<file path="config.mk">
export PLATFORM = sky130hd
export DESIGN_NAME = text_line_ctrl
export DESIGN_NICKNAME = d
export VERILOG_FILES = /design/src/rtl/font_pkg.sv /design/src/rtl/glyph_rom.sv /design/src/rtl/text_line_ctrl.sv
export SDC_FILE = /design/constraint.sdc
export NUM_CORES = 1
export LEC_CHECK = 0
export CAP_MARGIN = 0
export CELL_PAD_IN_SITES_DETAIL_PLACEMENT = 1
export CELL_PAD_IN_SITES_GLOBAL_PLACEMENT = 2
export CORE_AREA = 3 3 128 130
export DETAILED_ROUTE_END_ITERATION = 16
export DIE_AREA = 0 0 131 133
export PLACE_DENSITY_LB_ADDON = 0.1
export SYNTH_ARGS = -nofsm -noshare
export SYNTH_HDL_FRONTEND = slang
export SYNTH_SLANG_ARGS = --single-unit
</file>
<file path="constraint.sdc">
create_clock -name clk_in -period 2.6 [get_ports clk_in]
set_input_delay 0.65 -clock clk_in [delete_from_list [all_inputs] [get_ports clk_in]]
set_output_delay 0.65 -clock clk_in [all_outputs]
set_load 0.005 [all_outputs]
</file>
<file path="src/rtl/font_pkg.sv">
// Shared font geometry, pixel/letter types and line-controller state encoding.
package font_pkg;
  localparam int GLYPH_W     = 16;
  localparam int GLYPH_H     = 16;
  localparam int SCALE_SHIFT = 1;
  // log2(GLYPH_W) + SCALE_SHIFT: pixel-offset bit where the slot index starts
  localparam int SLOT_SHIFT  = 5;

  typedef logic [4:0]  letter_t;
  typedef logic [11:0] rgb_t;

  typedef enum logic {
    IDLE  = 1'b0,
    CLEAR = 1'b1
  } line_state_t;
endpackage

</file>
<file path="src/rtl/glyph_rom.sv">
// Glyph store: 32 glyphs x 16 rows x 16 bits, bit 15 is the leftmost column, glyph 0 blank.
// Latency: 1 cycle (registered row). No backpressure; a new lookup is accepted every cycle.
// Bitmaps are a boxed pattern font: full top/bottom rows, side rails, code-dependent interior.
module glyph_rom
  import font_pkg::*;
(
  input  logic        clk_in,
  input  logic        rst_n_in,
  input  logic [4:0]  letter_in,
  input  logic [3:0]  row_in,
  output logic [15:0] row_out
);

  function automatic logic [15:0] glyph_bits(input letter_t l, input logic [3:0] r);
    logic [15:0] bits;
    if (l == 5'd0) begin
      bits = 16'h0000;
    end else if (r == 4'd0 || r == 4'd15) begin
      bits = 16'hFFFF;
    end else begin
      bits = ({l, ~l, l, 1'b0} ^ {12'h000, r}) | 16'h8001;
    end
    return bits;
  endfunction

  always_ff @(posedge clk_in or negedge rst_n_in) begin
    if (!rst_n_in) begin
      row_out <= '0;
    end else begin
      row_out <= glyph_bits(letter_in, row_in);
    end
  end

endmodule

</file>
<file path="src/rtl/text_line_ctrl.sv">
// Text line overlay: NUM_CHARS 16x16 glyph slots drawn at 2x scale from (X_POS, Y_POS).
// Latency: 2 cycles hcount/vcount -> pixel_out/in_sprite_out; writes held off (wr_ready_out=0) while clearing.
// Define TEXT_BLINK_EN to add a 6-bit frame counter that hides the line while blink_in is set.
module text_line_ctrl
  import font_pkg::*;
#(
  parameter int X_POS     = 128,
  parameter int Y_POS     = 128,
  parameter int NUM_CHARS = 16
) (
  input  logic        clk_in,
  input  logic        rst_n_in,
  input  logic [10:0] hcount_in,
  input  logic [9:0]  vcount_in,
  input  logic        wr_valid_in,
  output logic        wr_ready_out,
  input  logic [3:0]  wr_addr_in,
  input  logic [4:0]  wr_letter_in,
  input  logic        clear_in,
  input  logic [11:0] color_in,
  input  logic        blink_in,
  output logic [11:0] pixel_out,
  output logic        in_sprite_out
);

  localparam int X_END = X_POS + (NUM_CHARS << SLOT_SHIFT);
  localparam int Y_END = Y_POS + (GLYPH_H << SCALE_SHIFT);

  line_state_t state, state_nxt;
  logic [3:0]  clr_idx, clr_idx_nxt;
  logic        clr_en;
  logic        wr_en;
  letter_t     letters [16];

  always_ff @(posedge clk_in or negedge rst_n_in) begin
    if (!rst_n_in) begin
      state   <= IDLE;
      clr_idx <= '0;
    end else begin
      state   <= state_nxt;
      clr_idx <= clr_idx_nxt;
    end
  end

  always_comb begin
    state_nxt    = state;
    clr_idx_nxt  = clr_idx;
    clr_en       = 1'b0;
    wr_ready_out = 1'b0;
    case (state)
      IDLE: begin
        wr_ready_out = !clear_in;
        clr_idx_nxt  = 4'd0;
        if (clear_in) state_nxt = CLEAR;
      end
      CLEAR: begin
        clr_en      = 1'b1;
        clr_idx_nxt = clr_idx + 4'd1;
        if (clr_idx == 4'(NUM_CHARS - 1)) state_nxt = IDLE;
      end
      default: state_nxt = IDLE;
    endcase
  end

  // Out-of-range addresses complete the handshake but never touch storage.
  assign wr_en = wr_valid_in && wr_ready_out && ({1'b0, wr_addr_in} < 5'(NUM_CHARS));

  always_ff @(posedge clk_in or negedge rst_n_in) begin
    if (!rst_n_in) begin
      for (int i = 0; i < 16; i++) letters[i] <= '0;
    end else if (clr_en) begin
      letters[clr_idx] <= '0;
    end else if (wr_en) begin
      letters[wr_addr_in] <= wr_letter_in;
    end
  end

  // Region test is done on raw coordinates so nothing left/above the line can wrap in.
  logic        in_region;
  logic [10:0] dx;
  logic [9:0]  dy;
  logic        unused_coord;

  assign in_region = (hcount_in >= 11'(X_POS)) && ({1'b0, hcount_in} < 12'(X_END)) &&
                     (vcount_in >= 10'(Y_POS)) && ({1'b0, vcount_in} < 11'(Y_END));
  assign dx = hcount_in - 11'(X_POS);
  assign dy = vcount_in - 10'(Y_POS);
  assign unused_coord = ^{dx, dy};

  logic        s1_vld;
  letter_t     s1_letter;
  logic [3:0]  s1_col, s1_row;
  logic        s2_vld;
  logic [3:0]  s2_col;
  rgb_t        s2_color;
  logic [15:0] glyph_row;
  logic        s2_lit;

  always_ff @(posedge clk_in or negedge rst_n_in) begin
    if (!rst_n_in) begin
      s1_vld    <= 1'b0;
      s1_letter <= '0;
      s1_col    <= '0;
      s1_row    <= '0;
      s2_vld    <= 1'b0;
      s2_col    <= '0;
      s2_color  <= '0;
    end else begin
      s1_vld    <= in_region;
      s1_letter <= in_region ? letters[dx[SLOT_SHIFT+3:SLOT_SHIFT]] : '0;
      s1_col    <= dx[SCALE_SHIFT+3:SCALE_SHIFT];
      s1_row    <= dy[SCALE_SHIFT+3:SCALE_SHIFT];
      s2_vld    <= s1_vld && (s1_letter != '0);
      s2_col    <= s1_col;
      s2_color  <= color_in;
    end
  end

  glyph_rom u_glyph_rom (
    .clk_in    (clk_in),
    .rst_n_in  (rst_n_in),
    .letter_in (s1_letter),
    .row_in    (s1_row),
    .row_out   (glyph_row)
  );

  assign s2_lit = s2_vld && glyph_row[4'd15 - s2_col];

`ifdef TEXT_BLINK_EN
  logic [5:0] frame_cnt;

  always_ff @(posedge clk_in or negedge rst_n_in) begin
    if (!rst_n_in) begin
      frame_cnt <= '0;
    end else if (hcount_in == '0 && vcount_in == '0) begin
      frame_cnt <= frame_cnt + 6'd1;
    end
  end

  assign in_sprite_out = s2_lit && !(blink_in && frame_cnt[5]);
`else
  logic unused_blink;
  assign unused_blink  = blink_in;
  assign in_sprite_out = s2_lit;
`endif

  assign pixel_out = in_sprite_out ? s2_color : 12'h000;

endmodule

</file>
# Word level (Yosys, flattened, before mapping)
# Index checks and enable logic that the tools add are counted.
# classes
bitwise_logic	8
order_cmp	10
n_eq_ne	2
add_sub_neg	4
mux	22
reduce_logical	14
# op_table
op	count
2-to-1 mux 80 bit	2
AND 80 bit	1
bitwise mux 80 bit	1
inverter 80 bit	1
demux 5 bit (select 4 bit)	2
2-to-1 mux 5 bit	5
binary-select mux 5 bit (select 4 bit)	1
2-to-1 mux 16 bit	1
>= comparator 5 bit (second input constant)	3
2-to-1 mux 15 bit	1
inverter 4 -> 5 bit	3
bitwise XOR 15 x 4 -> 15 bit	1
2-to-1 mux 12 bit	1
>= comparator 11 x 8 -> 1 bit (second input constant)	1
< comparator 11 x 10 -> 1 bit (second input constant)	1
>= comparator 10 x 8 -> 1 bit (second input constant)	1
< comparator 10 x 8 -> 1 bit (second input constant)	1
< comparator 5 x 1 -> 1 bit (second input constant)	2
subtractor 9 x 8 -> 9 bit (second input constant)	1
== test 4 bit (second input constant)	2
logical AND 1 bit	8
case mux 4 bit (2 select lines)	1
logical NOT 5 bit	1
< comparator 4 x 5 -> 1 bit (second input constant)	1
13 further kinds	17
# word_totals
in_bits	47
out_inout_bits	14
reg_bits	132

# Logic depth before layout (Yosys ltp)
# Gate-level depths: netlist of the first run.
# logic_depth
ltp_word	8
depth_mapped	7
depth_no_buf	6

# By module
# From an unflattened synthesis of the first run, not the netlist that was laid out.
# unflattened
hier_cells	538
area_unflattened_um2	5955.7
# modules_own_cells
mod	cells_per_inst	area_each_um2	instances	seq_area_each_um2
text_line_ctrl	493	5397.7	1	2902.8
glyph_rom	45	558.0	1	350.3

# Worst setup path after synthesis of the first run
# OpenSTA, ideal clock, no wires.
# synth_path
path_type	flip-flop to output port
start	register s2_col[0]
end	output pixel_out[10]
slack_ns	0.470
path_buffers	2
stages_incl_launch_ff	7
t_arrival_ns	1.480
path_cell_list	dfrtp_1 buf_6 mux2i_1 mux4_2 nor2b_4 buf_12 nor3_2
# synth_via
elab_chain_cells	5
# synth_lines
item	line	source
start, declared	text_line_ctrl.sv:94	logic [3:0] s2_col;
start signal, assigned	text_line_ctrl.sv:114	s2_col <= s1_col;
subtractor 4 bit	text_line_ctrl.sv:127	assign s2_lit = s2_vld && glyph_row[4'd15 - s2_col];
binary-select mux 1 bit (select 4 bit)	text_line_ctrl.sv:127	
2-to-1 mux 1 bit (not written as such)	text_line_ctrl.sv:127	
logical AND 1 bit	text_line_ctrl.sv:127	
2-to-1 mux 12 bit	text_line_ctrl.sv:147	assign pixel_out = in_sprite_out ? s2_color : 12'h000;
end, declared	text_line_ctrl.sv:22	output logic [11:0] pixel_out,
# No other way between the ends. The select of a mux whose other input is x is not followed.

# Final worst setup path of the first run
# layout_path
start	register s2_col[0]
end	output pixel_out[6]
# The elaborated chain is that of the path after synthesis.

==> impl_metrics.csv, run 1 <==
group,metric,value,unit
status,outcome,"finished with violations",
status,violations,"setup timing",
worst_hold_path,min_path_type,"input pin to async pin",
pwr,max-vdd-ir-drop,0.553,mV
floorplanning,coreArea,15300,um2
placement,gp_congestion,0.794,
detailed_routing,routed_wl,15.7,mm
timing,rsz0062_at_grt,"yes",
timing,max_freq,0.349,GHz
global_routing,use_met1,26.3,%
synth,synthCells,517,
final_layout,finish.utilization,47.5,%
detailed_routing,ant_nets,0,
setup_path,path_class,"flop to output port",
clock_network,ctsHoldBuffers,0,
pwr,power_density,798,nW/um2
placement,hpwl,11.1,mm
setup_path,critical_path.most_common_cell,"buf_6",
setup_path,required,1.95,ns
final_layout,layout-drive-gt1-share,18.3,%
floorplanning,dieArea,17400,um2
synth,avgSynthCellArea,11.2,um2
synth,yosysSeqAreaShare,56.1,%
clock_network,cts_made_buffers,17,
global_routing,antenna_found_initial,0,
detailed_routing,drtIter0Drc,232,
detailed_routing,via_count,4237,
placement,numPortBuffers,58,
synth,syn_area,5800,um2
synth,ys.warnings.count,0,
job,maxCapViolCount,0,
final_layout,num_antenna_cells,0,
clock_network,clockBufferDepth,2,
clock_network,clk_latency,0.42,ns
setup_path,max_stage_delay,0.52,ns
setup_path,slowest_stage,"mux4_2",
clock_network,cts_root_buf,"clkbuf_16",
clock_network,clock-sinks,130,
timing,hold_viol,0,
detailed_routing,drc,0,
synth,synth_cell_types,41,
timing,worstMarginPinSlew,0.702,ns
global_routing,track_usage,19.4,%
pwr,total_power,5.79,mW
timing,slew_violations,0,
setup_path,endpoint_kind,"output port",
floorplanning,start_util,38.0,%
timing,hold_ws,0.352,ns
setup_path,worst-path-buf-inv,3,
timing,fin_ws,-0.261,ns
floorplanning,ios,61,
setup_path,path_cells,"buf_6 -> mux2i_1 -> mux4_2 -> nor2b_4 -> buf_6 -> nor3_2 -> buf_2",
timing,finalCritPeriodShare,110,%
setup_path,cp-start-kind,"flop",
synth,synth_nets,569,
final_layout,area_delta_synth_final,25.0,%
global_routing,grt_pass1_vias,4602,
timing,min_period,2.86,ns
global_routing,busiest_layer,"met2",
detailed_routing,avgViaCountPerCell,5.22,
floorplanning,row_count,45,
global_routing,overflow,0,
timing,max_slew_margin,53.2,%
clock_network,htree_levels,4,
setup_path,path_max_fanout,7,
synth,ys_ff_latch,130,
detailed_routing,drt-pass1-iter-count,6,
synth,ys.flop_type,"dfrtp_1",
floorplanning,die_y,133,um
detailed_routing,wl_per_cell,19.3,um
global_routing,grt_max_degree,131,
pwr,p_leak,3.09,nW
global_routing,gr-usage-met2,31.0,%
floorplanning,die_x,131,um
timing,tns,-2.25,ns
global_routing,gr-usage-met3,3.59,%
clock_network,clk_pin_slew,0.05,ns
setup_path,critPathArrivalTime,2.21,ns
timing,fin_skew,0.00718,ns
synth,synth_edf_count,0,
timing,setup_violations,13,
global_routing,grt_pass1_wl,25.7,mm
synth,async_reset_ff_share,100,%
setup_path,critPathTopFamily,"multiplexers",
final_layout,fin_nets,640,
clock_network,cts_tree,"yes",
kinds of logic (layout without fill, tap and decap cells):
logic type                 after synthesis  after routing  synth area share (%)
muxes                                   28             28                  9.92
xor gates and xnor gates                 5              5                 0.755
adders and majority gates                5              5                  1.08
AOI/OAI and AO/OA                      108            108                  10.7
DFF                                    130            130                  56.1
and+or+nand+nor                        201            203                  18.0
buffers and inverters                   40            121                  3.43
registers in the layout, summed over array words and instances (netlist names):
| register | flops |
|---|---|
| s1_vld | 1 |
| s1_col | 4 |
| s2_col | 4 |
| clr_idx | 4 |
| s2_color | 12 |
| s1_row | 4 |
| state | 1 |
| s1_letter | 5 |
| u_glyph_rom.row_out | 14 |
| letters | 80 |
| s2_vld | 1 |
through the flow:
step	area [um2]	setup slack (ns)	std cells
6_report	7250	-0.261	811
5_1_grt	7250	-0.359	811
4_1_cts	7240	-0.295	810
3_5_place_dp	6620	-0.154	771
3_3_place_gp	6620	-0.132	771
2_1_floorplan	5800	0.470	517
cells in the final DEF (no fill, tap or decap), drive strengths merged, types with 4 or more instances in the layout:
| master | netlist | layout |
|---|---|---|
| clkdlybuf4s50 | 0 | 44 |
| nor2 | 16 | 16 |
| clkbuf | 16 | 26 |
| ha | 5 | 5 |
| nand4 | 4 | 4 |
| inv | 12 | 12 |
| a21oi | 14 | 14 |
| nand3 | 82 | 82 |
| and2 | 5 | 6 |
| dfrtp | 130 | 130 |
| nor2b | 7 | 8 |
| a31oi | 5 | 5 |
| mux4 | 23 | 23 |
| a221oi | 5 | 5 |
| xnor2 | 4 | 4 |
| o21ai | 76 | 76 |
| mux2i | 5 | 5 |
| buf | 12 | 34 |
| nor3 | 12 | 12 |
| nand2 | 59 | 59 |
| a22oi | 5 | 5 |
report_power, final:
| group | total, mW | internal (mW) | switching (mW) |
|---|---|---|---|
| logic | 0.949 | 0.386 | 0.563 |
| registers | 2.51 | 2.27 | 0.236 |
| clock network | 2.33 | 1.50 | 0.827 |
| total | 5.79 | 4.16 | 1.63 |
final cells by class:
class / count / area, um2
Clock buffer: 26 / 499
Clock inverter: 5 / 75.1
Fill cell: 1649 / 8010
Inverter: 12 / 45.0
Multi-Input combinational cell: 349 / 2390
Sequential cell: 130 / 3250
Tap cell: 211 / 264
Timing Repair Buffer: 78 / 723
metal layers:
metal	share of wire (%)	up-vias
li1	-	2012
met1	46	2111
met2	48	91
met3	4.1	23
met4	2.1	0
met5	0	-
final timing paths:
kind	from	end	slack (ns)	depth (start not counted)
max	s2_col[0]	pixel_out[6]	-0.26	7
min	rst_n_in	s2_color[6]	0.35	2
max reg2reg	state	letters[77]	0.58	4
min reg2reg	s1_col[3]	s2_col[3]	0.35	0
max in group asynchronous	rst_n_in	s2_col[0]	1.72	2
min in group clk_in	s1_col[3]	s2_col[3]	0.35	0
timing repair:
action,CTS,global route
endpoints found under the setup margin,13,13
gates cloned,2,0
gates resized for setup,67,0
setup buffers,6,1
pin swaps,9,4
hold endpoints to repair,0,0
worst reg2reg max path, cell delays in order, from the launching register on:
cell,delay (ns)
dfrtp_1,0.69
nor3b_1,0.59
nand2_1,0.30
nand3_1,0.17
o21ai_0,0.12
cell usage after synthesis, drive strengths merged (7+ instances only):
cell / n / share of area (%)
dfrtp: 130 / 56
nand3: 82 / 7.1
o21ai: 76 / 6.6
nand2: 59 / 3.8
mux4: 23 / 9.1
clkbuf: 16 / 1.0
nor2: 16 / 1.1
a21oi: 14 / 1.2
buf: 12 / 1.6
inv: 12 / 0.78
nor3: 12 / 1.9
nor2b: 7 / 0.88
Note: power is estimated with default switching activity, not from simulation.
==> run 2: changes to the inputs <==
--- a/config.mk
+++ b/config.mk
@@ -8,10 +8,11 @@
 export CAP_MARGIN = 0
 export CELL_PAD_IN_SITES_DETAIL_PLACEMENT = 1
 export CELL_PAD_IN_SITES_GLOBAL_PLACEMENT = 2
-export CORE_AREA = 3 3 128 130
+export CORE_AREA = 3 3 130 132
 export DETAILED_ROUTE_END_ITERATION = 16
-export DIE_AREA = 0 0 131 133
-export PLACE_DENSITY_LB_ADDON = 0.1
+export DIE_AREA = 0 0 133 135
+export PLACE_DENSITY_LB_ADDON = 0.12
 export SYNTH_ARGS = -nofsm -noshare
 export SYNTH_HDL_FRONTEND = slang
+export SYNTH_HIERARCHICAL = 1
 export SYNTH_SLANG_ARGS = --single-unit
==> run 2 against run 1 <==
The run still ends with setup timing left. Count of clock-buffer cells in the layout down 4. Clock skew increased by 0.0031 ns. Power grew 4.4%. Final area rose by 3.7%. Global-route usage hardly changed. Via count is 5.4% higher. Die area is 3.1% higher. Utilization barely moved. Worst setup slack better by 0.21 ns. Combinational power is 9% higher. Fmax up 7.7%. Register-to-register slack better by 0.21 ns. Critical endpoint is now pixel_out[10]. Largest cell class unchanged.
==> impl_metrics.csv, run 2 <==
group,metric,value,unit
synth,syn_area,5960,um2
floorplanning,die_y,135,um
synth,yosysSeqAreaShare,54.6,%
worst_hold_path,min_path_type,"input pin to async pin",
final_layout,final_cell_mix,"dfrtp_1 (129), nand2_1 (83), o21ai_0 (80)",
synth,avgSynthCellArea,11.1,um2
setup_path,critPathArrivalTime,2.01,ns
synth,synth_nets,590,
floorplanning,coreArea,15800,um2
final_layout,num_antenna_cells,0,
setup_path,path_class,"flop to output port",
synth,synth_edf_count,0,
pwr,power_density,804,nW/um2
synth,yosys.area.top_type,"dfrtp_1",
synth,ys.flop_type,"dfrtp_1",
detailed_routing,wl_per_cell,19.6,um
clock_network,clk_pin_slew,0.06,ns
synth,synth_cell_types,53,
detailed_routing,ant_nets,0,
global_routing,grt_pass1_vias,4698,
placement,gp_congestion,0.799,
placement,hpwl,12.0,mm
timing,hold_viol,0,
synth,synth_commonest_cells,"dfrtp_1 (130), nand2_1 (83), o21ai_0 (80)",
timing,setup_violations,13,
clock_network,cts_root_buf,"clkbuf_16",
synth,synth.most_common_cell,"dfrtp_1",
timing,finalCritPeriodShare,102,%
global_routing,grt_pass1_wl,26.7,mm
timing,min_period,2.66,ns
setup_path,r2r_cells,7,
detailed_routing,drtIter0Drc,227,
detailed_routing,drt-pass1-iter-count,4,
setup_path,cp-start-kind,"flop",
pwr,total_power,6.04,mW
final_layout,instances_no_fill,843,
clock_network,clock-sinks,130,
timing,rsz0062_at_grt,"yes",
setup_path,path_max_fanout,6,
floorplanning,start_util,37.6,%
setup_path,endpoint_kind,"output port",
detailed_routing,avgViaCountPerCell,5.30,
floorplanning,ios,61,
placement,place_inst,805,
detailed_routing,routed_wl,16.5,mm
final_layout,top_register,"letters",
floorplanning,row_count,46,
timing,fin_skew,0.0103,ns
synth,async_reset_ff_share,100,%
floorplanning,dieArea,18000,um2
final_layout,area_delta_synth_final,26.3,%
clock_network,htree_levels,4,
status,outcome,"finished with violations",
final_layout,layout_commonest_cell,"dfrtp_1",
timing,worstMarginPinSlew,0.585,ns
synth,synthCells,538,
timing,max_freq,0.377,GHz
clock_network,cts_tree,"yes",
setup_path,required,1.95,ns
job,maxCapViolCount,0,
final_layout,top_regs,"letters (80), u_glyph_rom/row_out (14), s2_color (12)",
global_routing,antenna_found_initial,0,
synth,ys.warnings.count,6,
global_routing,grt_max_degree,84,
synth,synth.area.top_cells,"dfrtp_1 (55%), mux4_1 (8.8%), o21ai_0 (6.7%)",
final_layout,largest_reg_flops,80,
global_routing,track_usage,19.4,%
placement,numPortBuffers,58,
clock_network,clk_latency,0.42,ns
floorplanning,die_x,133,um
pwr,max-vdd-ir-drop,0.491,mV
status,violations,"setup timing",
final_layout,layout-drive-gt1-share,15.9,%
synth,ys_ff_latch,130,
synth,netlist.area_leader.share,54.6,%
clock_network,clockBufferDepth,2,
global_routing,overflow,0,
detailed_routing,via_count,4466,
final_layout,fin_nets,666,
clock_network,cts_made_buffers,17,
detailed_routing,drc,0,
timing,max_slew_margin,60.7,%
timing,slew_violations,0,
timing,fin_ws,-0.0556,ns
pwr,p_leak,3.34,nW
[run 2: changes by cell type in the layout (fill, tap and decap cells not counted), moves of 8 or more]
cell     change
buf_4       +11
nor3_2      -12
nand3_1     -26
mux4_1      +20
mux4_2      -23
nor2b_1      +8
nand2_1     +24
[run 2: path summary, 6_finish.rpt]
| check | slack [ns] | to | from |
|---|---|---|---|
| setup / recovery | -0.06 | pixel_out[10] | s2_col[2] |
| hold / removal | 0.06 | letters[42] | rst_n_in |
| setup reg to reg | 0.79 | letters[68] | state |
| hold reg to reg | 0.36 | s2_col[2] | s1_col[2] |
| max in group asynchronous | 1.84 | s2_col[2] | rst_n_in |
| min in group clk_in | 0.36 | s2_col[2] | s1_col[2] |
[run 2: area by class of cell]
| class | count | area [um2] |
|---|---|---|
| Clock buffer | 22 | 474 |
| Clock inverter | 10 | 131 |
| Fill cell | 1704 | 8310 |
| Inverter | 12 | 45.0 |
| Multi-Input combinational cell | 364 | 2540 |
| Sequential cell | 130 | 3250 |
| Tap cell | 216 | 270 |
| Timing Repair Buffer | 89 | 806 |
[run 2: per-layer routing]
layer / up-vias / global-route usage [%] / wire, um / part of all wire (%)
met5: - / 0 / 0 / 0
met4: 0 / 5.54 / 195 / 1.2
met3: 15 / 3.91 / 606 / 3.7
met2: 91 / 31.9 / 8110 / 49
met1: 2259 / 26.1 / 7580 / 46
li1: 2101 / - / - / -
[run 2: cells by family (layout without fill, tap and decap cells)]
kind of cell	count (synthesis)	in the layout	synth area share [%]
flip-flops	130	130	54.6
adder cells (fa/ha/maj)	5	5	1.05
XOR/XNOR	5	5	0.735
buffers and inverters	44	133	3.78
AO/OA/AOI/OAI	123	123	12.0
AND/OR/NAND/NOR	203	203	17.6
multiplexers	28	28	10.2
[run 2: per-stage QoR]
stage	TNS (ns)	area, um2	worst slack, ns	hold slack [ns]	util, %
finish	-0.617	7520	-0.0556	0.0647	47.5
global route	-1.66	7520	-0.162	0.0599	47.5
global placement	-0.223	6850	-0.0292	0.338	43.3
detailed placement	-0.682	6850	-0.0924	0.345	43.3
floorplan	0	5960	0.485	0.331	-
CTS	-1.05	7520	-0.0990	0.0535	47.5
[run 2: worst max-delay path, cell delays in order (launching register included)]
cell and delay, ns:
dfrtp_2 0.46, buf_6 0.14, mux2i_1 0.12, a22oi_1 0.23, nand3_2 0.13, buf_6 0.15, buf_6 0.12, a21boi_2 0.11
buf_2 0.12
[run 2: power breakdown]
part           switching, mW  internal [mW]  total, mW
logic                  0.579          0.453       1.03
clock network          0.861           1.58       2.44
registers              0.228           2.35       2.57
total                   1.67           4.38       6.04
[run 2: timing repair]
action,4_1_cts,5_1_grt
gates resized for setup,87,2
gates cloned,2,0
buffers inserted,3,2
setup endpoints to repair,13,13
hold buffers,0,0
pin swaps,13,4
==> run 3: changes to the inputs <==
--- a/config.mk
+++ b/config.mk
@@ -11,6 +11,7 @@
 export CORE_AREA = 3 3 130 132
 export DETAILED_ROUTE_END_ITERATION = 16
 export DIE_AREA = 0 0 133 135
+export HOLD_SLACK_MARGIN = 0.02
 export PLACE_DENSITY_LB_ADDON = 0.12
 export SYNTH_ARGS = -nofsm -noshare
 export SYNTH_HDL_FRONTEND = slang
==> results of run 3 <==
The final DEF is identical to that of run 2; final timing and power are the same.
